==> config.mk <==
export PLATFORM = sky130hd
export DESIGN_NAME = disp_rdarb
export DESIGN_NICKNAME = d
export VERILOG_FILES = /design/src/rtl/disp_rdarb.sv
export SDC_FILE = /design/constraint.sdc
export NUM_CORES = 1
export LEC_CHECK = 0
export BUFFER_PORTS_ARGS = -buffer_cell sky130_fd_sc_hd__buf_2
export CELL_PAD_IN_SITES_DETAIL_PLACEMENT = 1
export CELL_PAD_IN_SITES_GLOBAL_PLACEMENT = 2
export CORE_MARGIN = 2
export CORE_UTILIZATION = 16
export DETAILED_ROUTE_END_ITERATION = 8
export GPL_TIMING_DRIVEN = 0
export PLACE_DENSITY = 0.84
export RECOVER_POWER = 50
export SETUP_SLACK_MARGIN = 0.2
export SLEW_MARGIN = 20
export SYNTH_ARGS = -nofsm -noshare
export SYNTH_HDL_FRONTEND = slang
export SYNTH_SLANG_ARGS = --single-unit
==> constraint.sdc <==
create_clock -name ACLK -period 1.9 [get_ports ACLK]
set_input_delay 0.19 -clock ACLK [delete_from_list [all_inputs] [get_ports ACLK]]
set_output_delay 0.19 -clock ACLK [all_outputs]
set_load 0.02 [all_outputs]
==> src/rtl/disp_rdarb.sv <==
// Two-master AXI4 read arbiter: M0 fixed priority with a starvation guard for M1; one burst in flight.
// ARVALID rises the cycle after the grant decision; R channel is a combinational pass-through that stalls the slave via RREADY.
module disp_rdarb #(
  parameter int DW     = 64,
  parameter int STARVE = 4
) (
  input  logic          ACLK,
  input  logic          ARST,
  input  logic [31:0]   M0_ARADDR,
  input  logic [7:0]    M0_ARLEN,
  input  logic          M0_ARVALID,
  output logic          M0_ARREADY,
  output logic [DW-1:0] M0_RDATA,
  output logic          M0_RLAST,
  output logic          M0_RVALID,
  input  logic          M0_RREADY,
  input  logic [31:0]   M1_ARADDR,
  input  logic [7:0]    M1_ARLEN,
  input  logic          M1_ARVALID,
  output logic          M1_ARREADY,
  output logic [DW-1:0] M1_RDATA,
  output logic          M1_RLAST,
  output logic          M1_RVALID,
  input  logic          M1_RREADY,
  output logic [31:0]   ARADDR,
  output logic [7:0]    ARLEN,
  output logic          ARVALID,
  input  logic          ARREADY,
  input  logic [DW-1:0] RDATA,
  input  logic          RLAST,
  input  logic          RVALID,
  output logic          RREADY,
  output logic [1:0]    GNT
);

  typedef enum logic [1:0] {IDLE, ADDR, DATA} state_t;

  localparam logic [3:0] STARVE_L = 4'(STARVE);

  state_t      state_q;
  logic [1:0]  gnt_q;
  logic [3:0]  starve_q;
  logic [31:0] araddr_q;
  logic [7:0]  arlen_q;
  logic        arvalid_q;
  logic        pick_m1_d;
  logic        in_data;
  logic        r_hs_last;

  // M1 wins when alone, or when M0 has been favoured STARVE times in a row over a waiting M1.
  assign pick_m1_d = M1_ARVALID && (!M0_ARVALID || (starve_q == STARVE_L));
  assign in_data   = (state_q == DATA);
  assign r_hs_last = RVALID && RREADY && RLAST;

  always_ff @(posedge ACLK or negedge ARST) begin
    if (!ARST) begin
      state_q   <= IDLE;
      gnt_q     <= 2'b00;
      starve_q  <= 4'd0;
      araddr_q  <= 32'd0;
      arlen_q   <= 8'd0;
      arvalid_q <= 1'b0;
    end else begin
      case (state_q)
        IDLE: begin
          if (M0_ARVALID || M1_ARVALID) begin
            state_q   <= ADDR;
            arvalid_q <= 1'b1;
            if (pick_m1_d) begin
              gnt_q    <= 2'b10;
              araddr_q <= M1_ARADDR;
              arlen_q  <= M1_ARLEN;
              starve_q <= 4'd0;
            end else begin
              gnt_q    <= 2'b01;
              araddr_q <= M0_ARADDR;
              arlen_q  <= M0_ARLEN;
              if (M1_ARVALID && (starve_q < STARVE_L)) starve_q <= starve_q + 4'd1;
            end
          end
        end
        ADDR: begin
          if (ARREADY) begin
            arvalid_q <= 1'b0;
            state_q   <= DATA;
          end
        end
        DATA: begin
          if (r_hs_last) begin
            state_q <= IDLE;
            gnt_q   <= 2'b00;
          end
        end
        default: state_q <= IDLE;
      endcase
    end
  end

  assign ARADDR  = araddr_q;
  assign ARLEN   = arlen_q;
  assign ARVALID = arvalid_q;
  assign GNT     = gnt_q;

  assign M0_ARREADY = ARREADY && arvalid_q && gnt_q[0];
  assign M1_ARREADY = ARREADY && arvalid_q && gnt_q[1];

  assign M0_RVALID = in_data && gnt_q[0] && RVALID;
  assign M0_RLAST  = in_data && gnt_q[0] && RLAST;
  assign M0_RDATA  = (in_data && gnt_q[0]) ? RDATA : '0;
  assign M1_RVALID = in_data && gnt_q[1] && RVALID;
  assign M1_RLAST  = in_data && gnt_q[1] && RLAST;
  assign M1_RDATA  = (in_data && gnt_q[1]) ? RDATA : '0;

  assign RREADY = in_data && ((gnt_q[0] && M0_RREADY) || (gnt_q[1] && M1_RREADY));

endmodule

==> impl_metrics.py, run 1 <==
metrics = {
    "global_route": {
        "grt_max_degree": 50,
        "antenna_found_initial": 1,
        "grt_pass1_wl_um": 26600,
        "grt-ovfl-total": 0,
        "grt_pass1_vias": 4491,
        "track_usage_pct": 15.8,
    },
    "detailed_routing": {
        "drcViolationCount": 0,
        "postRouteAntennaNets": 0,
        "wl_um": 18000,
        "via_count": 4179,
        "wire_per_inst_um": 17.4,
        "dr.pass1.iters": 4,
        "drtIter0Drc": 85,
        "viasPerCell": 4.04,
    },
    "sta": {
        "hold_viol": 0,
        "hold_ws_ns": 0.124,
        "relSlewSlack_pct": 55.3,
        "rsz0062_at_grt": "true",
        "setup_slack_ns": 0.0604,
        "finalClockSkew_ns": 0.00696,
        "worstMarginPinSlew_ns": 0.670,
        "slew_viol_final": 0,
        "setup_viol": 0,
        "finalCriticalPeriod_ns": 1.84,
        "finalCritPeriodShare_pct": 96.8,
        "fmaxAchievable_ghz": 0.544,
    },
    "floorplan": {
        "num_rows": 51,
        "start_util_pct": 16.4,
        "core-area_um2": 19600,
        "die_area_um2": 21200,
        "die_h_um": 146,
        "ios": 331,
        "die_w_um": 146,
    },
    "logic_synthesis": {
        "synthesis.nets": 573,
        "synth_cells": 418,
        "synth-seq-cells": 49,
        "ys_types": 26,
        "yosys_warnings": 0,
        "yosys-top-cells-area": "dfrtp_1, and2_1, a21oi_1, nand2_1, nor2_1",
        "synth_top_cell_area_share_pct": 38.2,
        "avgSynthCellArea_um2": 7.67,
        "netlist_area_um2": 3210,
        "ys_seq_area_share_pct": 38.2,
        "yosys.area.top_type": "dfrtp_1",
    },
    "worst_setup_path": {
        "critPathKind": "reg2out",
        "arrival_ns": 1.65,
        "cp_data_required_time_ns": 1.71,
        "cp_max_fo": 10,
        "worstSetupEndpointType": "output port",
        "startpoint": "state_q[0]$_DFFE_PN0P_",
        "crit_path_start_kind": "register",
        "r2r_setup_slack_ns": 0.22,
        "r2r_start": "state_q[0]$_DFFE_PN0P_",
    },
    "pwr": {
        "fin_total_pwr_mw": 7.46,
        "p_per_area_nw_per_um2": 1180,
        "peakVddDrop_mv": 0.380,
        "power.leakage_nw": 3.26,
    },
    "hold_path": {
        "min_from": "M0_ARADDR[27]",
        "hp-class": "in2reg",
    },
    "clock_tree": {
        "clkTransAtPathRegs_ns": 0.07,
        "cts.sink_count": 49,
        "cts_buffer_depth": 2,
        "cts_root_buffer": "clkbuf_16",
        "h-tree-depth": 2,
        "cts-buffers-inserted": 5,
        "cts_tree": "yes",
        "clock_latency_ns": 0.29,
    },
    "placement": {
        "place_area_um2": 5190,
        "place_inst": 1012,
        "place_congestion": 0.822,
        "hpwlAfterDp_um": 13500,
        "pre_cts_ws_ns": -0.0412,
        "io_buffers": 329,
    },
    "finish": {
        "layout-drive-gt1-share_pct": 52.5,
        "syn2layout_area_growth_pct": 96.9,
        "fillers": 2465,
        "fin_area_um2": 6320,
        "stdcell_count": 1035,
        "nets": 923,
    },
    "outcome": {
        "status": "finished clean",
    },
    "flow_run": {
        "drv_cap": 0,
    },
}
==> per-stage QoR <==
stage / setup TNS [ns] / utilization [%]
floorplan: 0 / -
global placement: -0.0599 / 26.5
detailed placement: -0.510 / 26.5
CTS: 0 / 31.1
global route: -0.0212 / 32.2
finish: 0 / 32.2
==> registers in the layout, summed over array words and instances, names as in the netlist <==
signal / count
ARVALID: 1
ARADDR: 32
state_q: 2
GNT: 2
starve_q: 4
ARLEN: 8
==> cells in the mapped netlist <==
| library cell | instances |
|---|---|
| dfrtp_1 | 49 |
| a22o_1 | 2 |
| nor4_2 | 1 |
| a21bo_2 | 1 |
| o21ai_2 | 1 |
| buf_4 | 4 |
| nor2_1 | 46 |
| nand3b_4 | 1 |
| mux2_2 | 1 |
| nand2b_4 | 1 |
| and3_1 | 3 |
| ha_1 | 2 |
| o21ai_0 | 2 |
| o21a_1 | 2 |
| nand2_1 | 46 |
| or3b_1 | 1 |
| inv_1 | 6 |
| nor2b_1 | 2 |
| o21bai_1 | 1 |
| a21boi_2 | 1 |
| a21oi_1 | 83 |
| o22ai_1 | 1 |
| clkbuf_1 | 12 |
| nand3b_1 | 1 |
| and2_1 | 133 |
| buf_2 | 15 |
==> layout by cell type (no fill, tap or decap), types with 2 or more instances in the layout <==
cell,instances
nor2_1,44
a22o_1,2
buf_2,170
ha_1,2
and2_1,73
clkbuf_1,47
and3_1,3
and2_4,60
buf_8,9
a21oi_1,83
o21a_1,2
clkbuf_16,5
clkinvlp_4,2
buf_6,81
clkbuf_2,4
dfrtp_1,47
o21ai_0,2
nor2_4,2
inv_1,6
nor2b_1,2
clkbuf_8,6
dfrtp_2,2
buf_4,56
nand2_1,46
==> cells by family after synthesis <==
kind of cell,after synthesis,share of synthesized area (%)
flops,49,38.2
mux,1,0.351
buf+inv,37,5.38
fa+ha+maj,2,0.780
compound gates,94,15.6
simple gates,235,39.6
==> final timing paths <==
check                      cells after the start                endpoint
setup reg to reg                               6  ARADDR[10]$_DFFE_PN0P_
setup / recovery                               6            M0_RDATA[53]
hold / removal                                 3  ARADDR[27]$_DFFE_PN0P_
min in group asynchronous                      2  ARADDR[27]$_DFFE_PN0P_
max in group asynchronous                      2      GNT[1]$_DFFE_PN0P_
hold reg to reg                                2    ARLEN[1]$_DFFE_PN0P_
==> report_power, final <==
part / leakage (nW) / total, mW / internal [mW] / switching [mW]
logic: 2.64 / 4.68 / 1.88 / 2.80
registers: 0.557 / 1.88 / 1.56 / 0.322
clock network: 0.0631 / 0.900 / 0.490 / 0.410
total: 3.26 / 7.46 / 3.93 / 3.53
==> critical path: stages (launching register included) <==
cell,delay (ns)
dfrtp_1,0.39
nand2b_4,0.18
nor2_4,0.15
buf_8,0.16
buf_8,0.13
and2_1,0.17
buf_4,0.17
==> timing repair <==
action / in CTS / in global routing
hold buffers: 1 / 0
gates resized for setup: 227 / 99
buffers inserted: 7 / 2
gates cloned: 4 / 0
pin swaps: 22 / 5
endpoints found under the setup margin: 132 / 170
endpoints found under the hold margin: 49 / 0
==> metal layers <==
layer	track usage [%]	up-vias	share of wire (%)
met4	3.09	0	1.5
li1	-	2033	-
met2	28.2	141	51
met1	19.9	1989	42
met5	0	-	0
met3	3.20	16	5.0
==> area by class of cell <==
class,instances,area [um^2],share of cell area (%)
Clock buffer,6,129,2.04
Antenna cell,1,2.50,0.0396
Tap cell,265,332,5.25
Clock inverter,2,15.0,0.238
Sequential cell,49,1230,19.5
Timing Repair Buffer,343,2320,36.7
Multi-Input combinational cell,332,1980,31.3
Inverter,6,22.5,0.357
Buffer,31,295,4.68
Power figures use the tool's default switching activity.
==> inputs of run 2 (changes only) <==
--- a/config.mk
+++ b/config.mk
@@ -14,6 +14,7 @@
 export GPL_TIMING_DRIVEN = 0
 export PLACE_DENSITY = 0.84
 export RECOVER_POWER = 50
+export REMOVE_ABC_BUFFERS = 1
 export SETUP_SLACK_MARGIN = 0.2
 export SLEW_MARGIN = 20
 export SYNTH_ARGS = -nofsm -noshare
==> run 2 against run 1 <==
Total power grew 11%. Count of clock-buffer cells in the layout up 1. First-iteration DRC count is 19% higher. Utilization increased by 2.9 points. Setup slack worse by 0.053 ns. Largest cell class unchanged. Largest power group unchanged.
==> impl_metrics.py, run 2 (synthesis results as in run 1) <==
metrics = {
    "outcome": {
        "status": "finished clean",
    },
    "sta": {
        "fmaxAchievable_ghz": 0.528,
        "rsz0062_at_grt": "true",
        "slew_viol_final": 0,
        "finalClockSkew_ns": 0.00617,
        "finalCritPeriodShare_pct": 99.6,
        "hold_viol": 0,
        "relSlewSlack_pct": 12.0,
        "worstMarginPinSlew_ns": 1.32,
        "setup_viol": 0,
        "finalCriticalPeriod_ns": 1.89,
    },
    "worst_setup_path": {
        "cp_max_fo": 7,
        "critPathKind": "reg2out",
        "worstSetupEndpointType": "output port",
        "cp_data_required_time_ns": 1.71,
        "cp_slowest_cell": "dfrtp_1",
        "cp_num_buf_inv": 3,
        "crit_chain": "nand2b_4 -> nor2_4 -> buf_4 -> buf_12 -> and2_1 -> buf_4",
        "crit_top_cell": "buf_4",
        "crit_path_start_kind": "register",
        "arrival_ns": 1.70,
        "path_delay_family": "simple AND/OR/NAND/NOR gates",
        "max_stage_delay_ns": 0.39,
    },
    "pwr": {
        "power.leakage_nw": 3.46,
        "peakVddDrop_mv": 0.549,
        "p_per_area_nw_per_um2": 1200,
    },
    "detailed_routing": {
        "drtIter0Drc": 101,
        "via_count": 4540,
        "viasPerCell": 4.33,
        "wire_per_inst_um": 21.0,
        "postRouteAntennaNets": 0,
        "drcViolationCount": 0,
        "dr.pass1.iters": 4,
        "wl_um": 22000,
    },
    "placement": {
        "place_area_um2": 5260,
        "io_buffers": 330,
        "place_inst": 989,
        "hpwlAfterDp_um": 14300,
        "place_congestion": 0.777,
    },
    "clock_tree": {
        "cts_buffer_depth": 2,
        "h-tree-depth": 2,
        "cts.sink_count": 49,
        "clock_latency_ns": 0.29,
        "cts_tree": "yes",
        "cts-buffers-inserted": 5,
        "cts_root_buffer": "clkbuf_16",
        "clkTransAtPathRegs_ns": 0.07,
    },
    "hold_path": {
        "hp-class": "in2reg",
    },
    "finish": {
        "layout_common_cells": "buf_2, buf_6, and2_4",
        "layout_commonest_cell": "buf_2",
        "syn2layout_area_growth_pct": 115,
        "layout-drive-gt1-share_pct": 58.8,
        "stdcell_count": 1048,
        "fin_area_um2": 6890,
        "nets": 930,
        "largest_reg_flops": 32,
    },
    "flow_run": {
        "drv_cap": 0,
    },
    "global_route": {
        "grt-ovfl-total": 0,
        "antenna_found_initial": 10,
        "grt_pass1_wl_um": 28500,
        "track_usage_pct": 17.6,
        "grt_pass1_vias": 4594,
        "grt_max_degree": 50,
    },
    "floorplan": {
        "core-area_um2": 19600,
        "die_w_um": 146,
        "die_area_um2": 21200,
        "start_util_pct": 16.4,
        "ios": 331,
        "num_rows": 51,
        "die_h_um": 146,
    },
}
==> run 2: stage by stage <==
| stage | total power, mW | setup TNS [ns] | utilization [%] | setup WS, ns | hold WS (ns) |
|---|---|---|---|---|---|
| global placement | 5.76 | -266.26 | 25.7 | -1.87 | 0.423 |
| finish | 8.28 | 0 | 35.2 | 0.00749 | 0.120 |
| global route | 8.82 | -0.326 | 35.2 | -0.0546 | 0.113 |
| detailed placement | 6.10 | -1.49 | 26.9 | -0.0754 | 0.277 |
| floorplan | 4.25 | -71.78 | - | -0.519 | -0.106 |
| CTS | 7.73 | 0 | 31.5 | 0.0509 | 0.111 |
==> run 2: repair_timing <==
action                                  in CTS  in global routing
pin swaps                                    5                 33
endpoints found under the hold margin       49                  0
resized for setup                          175                172
hold buffers                                 1                  0
endpoints found under the setup margin     172                170
gates cloned                                 5                  9
setup buffers                               20                  9
==> run 2: path summary, 6_finish.rpt <==
kind | start | endpoint | slack [ns] | depth (start not counted)
max | state_q[0]$_DFFE_PN0P_ | M0_RDATA[10] | 0.007 | 6
min | M0_ARADDR[7] | ARADDR[7]$_DFFE_PN0P_ | 0.12 | 3
max reg2reg | state_q[0]$_DFFE_PN0P_ | ARADDR[13]$_DFFE_PN0P_ | 0.25 | 7
min reg2reg | ARADDR[5]$_DFFE_PN0P_ | ARADDR[5]$_DFFE_PN0P_ | 0.53 | 2
max in group asynchronous | ARST | GNT[1]$_DFFE_PN0P_ | 0.30 | 2
min in group asynchronous | ARST | ARADDR[2]$_DFFE_PN0P_ | 0.72 | 2
==> run 2: final cells by class <==
cell class	count	area (um^2)
inverter	6	22.5
clock inverter	1	7.51
sequential	49	1230
clock buffer	7	133
tap	265	332
timing repair buffer	377	3010
antenna	7	17.5
multi-input combinational	336	2140
fill	2354	12700
==> run 2: where the power goes <==
part | leakage, nW | switching, mW | total [mW] | internal (mW)
logic | 2.84 | 3.10 | 5.48 | 2.38
clock network | 0.0642 | 0.409 | 0.900 | 0.491
registers | 0.556 | 0.336 | 1.90 | 1.56
total | 3.46 | 3.84 | 8.28 | 4.43
==> run 2: worst reg2reg max path: cells and delay by family, from the launching register on <==
family / cells / cell delay, ns
buffers and inverters: 3 / 0.50
AO/OA/AOI/OAI: 3 / 0.42
flip-flops: 1 / 0.39
AND/OR/NAND/NOR: 1 / 0.23
==> run 2: routing by layer <==
layer | vias to the layer above | global-route usage, % | part of all wire [%]
met1 | 2183 | 18.7 | 37
met5 | - | 0 | 0.055
met2 | 238 | 33.4 | 51
met4 | 2 | 6.13 | 5.2
li1 | 2069 | - | -
met3 | 48 | 4.80 | 6.9
==> inputs of run 3 (changes only) <==
--- a/config.mk
+++ b/config.mk
@@ -9,10 +9,10 @@
 export CELL_PAD_IN_SITES_DETAIL_PLACEMENT = 1
 export CELL_PAD_IN_SITES_GLOBAL_PLACEMENT = 2
 export CORE_MARGIN = 2
-export CORE_UTILIZATION = 16
+export CORE_UTILIZATION = 15
 export DETAILED_ROUTE_END_ITERATION = 8
-export GPL_TIMING_DRIVEN = 0
-export PLACE_DENSITY = 0.84
+export GPL_TIMING_DRIVEN = 1
+export PLACE_DENSITY = 0.83
 export RECOVER_POWER = 50
 export REMOVE_ABC_BUFFERS = 1
 export SETUP_SLACK_MARGIN = 0.2
==> constraint.sdc (replaced) <==
create_clock -name ACLK -period 1.7 [get_ports ACLK]
set_input_delay 0.17 -clock ACLK [delete_from_list [all_inputs] [get_ports ACLK]]
set_output_delay 0.17 -clock ACLK [all_outputs]
set_load 0.02 [all_outputs]
==> run 3 against run 2 <==
Sequential power up 10%. The flow now finishes with violations (negative setup slack). Clock power is 12% higher. Setup slack lost 0.081 ns. Final area decreased by 1.8%. Final cell count decreased by 0.86%. Wire length down 5.1%. Highest routed layer unchanged. Die area increased by 6.5%. Global-route usage shrank 2.8 points. Combinational power rose by 5.5%.
==> impl_metrics.py, run 3 (synthesis results as in run 1) <==
metrics = {
    "sta": {
        "setup_viol": 95,
        "worstMarginPinSlew_ns": 0.751,
        "relSlewSlack_pct": 49.9,
        "hold_viol": 0,
        "hold_ws_ns": 0.103,
        "setup-tns-final_ns": -2.31,
        "fmaxAchievable_ghz": 0.564,
        "finalClockSkew_ns": 0.00794,
        "slew_viol_final": 0,
        "setup_slack_ns": -0.0733,
        "rsz0062_at_grt": "true",
        "finalCritPeriodShare_pct": 104,
        "finalCriticalPeriod_ns": 1.77,
    },
    "pwr": {
        "power.leakage_nw": 3.43,
        "p_comb_share_pct": 65.1,
        "peakVddDrop_mv": 0.517,
        "clkPwrFrac_pct": 11.3,
        "fin_total_pwr_mw": 8.88,
        "p_sw_share_pct": 46.1,
        "switching_power_mw": 4.10,
        "intPower_mw": 4.78,
        "share_seq_of_total_power_pct": 23.5,
        "p_per_area_nw_per_um2": 1310,
    },
    "placement": {
        "io_buffers": 330,
        "place_area_um2": 5260,
        "place_inst": 1004,
        "hpwlAfterDp_um": 14300,
        "pre_cts_ws_ns": 0.102,
        "place_congestion": 0.754,
    },
    "floorplan": {
        "die_w_um": 150,
        "core-area_um2": 21000,
        "die_area_um2": 22600,
        "num_rows": 53,
        "start_util_pct": 15.3,
        "ios": 331,
        "die_h_um": 150,
    },
    "finish": {
        "nets": 915,
        "layout_common_cells": "buf_2, buf_6, and2_4",
        "layout-drive-gt1-share_pct": 59.2,
        "stdcell_count": 1039,
        "fin_area_um2": 6770,
        "layout_commonest_cell": "buf_2",
        "final_util_pct": 32.2,
        "syn2layout_area_growth_pct": 111,
        "largest_reg_flops": 32,
    },
    "detailed_routing": {
        "wl_um": 20900,
        "via_count": 4372,
        "postRouteAntennaNets": 0,
        "wl_met2_um": 10900,
        "dr.pass1.iters": 4,
        "wire_per_inst_um": 20.1,
        "wl_met1_um": 7720,
        "drcViolationCount": 0,
        "highest_layer": "met5",
        "viasPerCell": 4.21,
        "met3RoutedLength_um": 1520,
        "drtIter0Drc": 108,
    },
    "clock_tree": {
        "h-tree-depth": 2,
        "cts_buffer_depth": 2,
        "cts-buffers-inserted": 5,
        "cts_tree": "yes",
        "cts_root_buffer": "clkbuf_16",
        "clkTransAtPathRegs_ns": 0.07,
        "cts.sink_count": 49,
        "clock_latency_ns": 0.29,
    },
    "worst_setup_path": {
        "crit_top_cell": "buf_6",
        "arrival_ns": 1.60,
        "crit_path_start_kind": "register",
        "crit_chain": "nand2b_4 -> nor2_4 -> buf_6 -> buf_12 -> and2_1 -> buf_6",
        "startpoint": "state_q[0]$_DFFE_PN0P_",
        "worstSetupEndpointType": "output port",
        "cp_slowest_cell": "dfrtp_1",
        "max_stage_delay_ns": 0.38,
        "cp_data_required_time_ns": 1.53,
        "critPathKind": "reg2out",
        "cp_max_fo": 16,
        "r2r_start": "starve_q[0]$_DFFE_PN0P_",
    },
    "flow_run": {
        "drv_cap": 0,
    },
    "global_route": {
        "track_usage_pct": 14.8,
        "grt_pass1_vias": 4237,
        "grt_max_degree": 67,
        "grt-ovfl-total": 0,
        "antenna_found_initial": 11,
        "grt_pass1_wl_um": 25300,
    },
    "hold_path": {
        "min_from": "M0_ARADDR[20]",
        "hp-class": "in2reg",
    },
    "outcome": {
        "failed_checks": "negative setup slack",
        "status": "finished, violations left",
    },
}
==> run 3: cell count changes in the layout (fill, tap and decap cells not counted), sizes merged <==
cell	delta
clkbuf	-19
buf	+7
diode	-3
nor2	-3
a21bo	-1
clkinv	+1
clkinvlp	-1
==> run 3: critical path, delay by kind of cell (launching register included) <==
kind                   cells  cell delay (ns)
buffers and inverters      3             0.44
flip-flops                 1             0.38
AND/OR/NAND/NOR            3             0.47
==> run 3: worst paths after layout <==
path / to / slack (ns) / cells after the start
min reg2reg: ARADDR[31]$_DFFE_PN0P_ / 0.53 / 2
max reg2reg: ARADDR[4]$_DFFE_PN0P_ / 0.11 / 8
min: ARADDR[20]$_DFFE_PN0P_ / 0.10 / 3
max in group asynchronous: state_q[1]$_DFFE_PN0P_ / 0.57 / 3
min in group asynchronous: ARADDR[3]$_DFFE_PN0P_ / 0.61 / 3
max: M1_RDATA[37] / -0.07 / 6
==> run 3: power by group through the flow <==
stage                     combinational [mW]  clock [mW]  sequential (mW)
after floorplan                         2.04           0             2.71
after global placement                  4.57           0             2.08
after detailed placement                4.64           0             2.10
after CTS                               5.15        1.06             2.08
after global routing                    6.24        1.09             2.17
final                                   5.78        1.01             2.09
==> run 3: area by class of cell <==
cell class | count | area [um^2]
multi-input cells | 332 | 2080
diodes | 4 | 10.0
well taps | 275 | 344
repair buffers | 366 | 2950
flip-flops and latches | 49 | 1230
clock inverters | 1 | 8.76
fillers | 2513 | 14300
inverters | 6 | 22.5
clock buffers | 6 | 129
==> run 3: layer usage <==
layer | GRT usage (%) | vias up
met5 | 0 | -
met4 | 3.82 | 2
met3 | 4.03 | 44
met2 | 27.7 | 245
met1 | 16.4 | 2061
li1 | - | 2020
==> run 3: repair_timing <==
item / CTS / global route
endpoints found under the setup margin: 173 / 175
pin swaps: 2 / 60
resized for setup: 143 / 208
cloned: 3 / 11
hold buffers: 1 / 0
buffers inserted: 3 / 6
endpoints found under the hold margin: 49 / 0
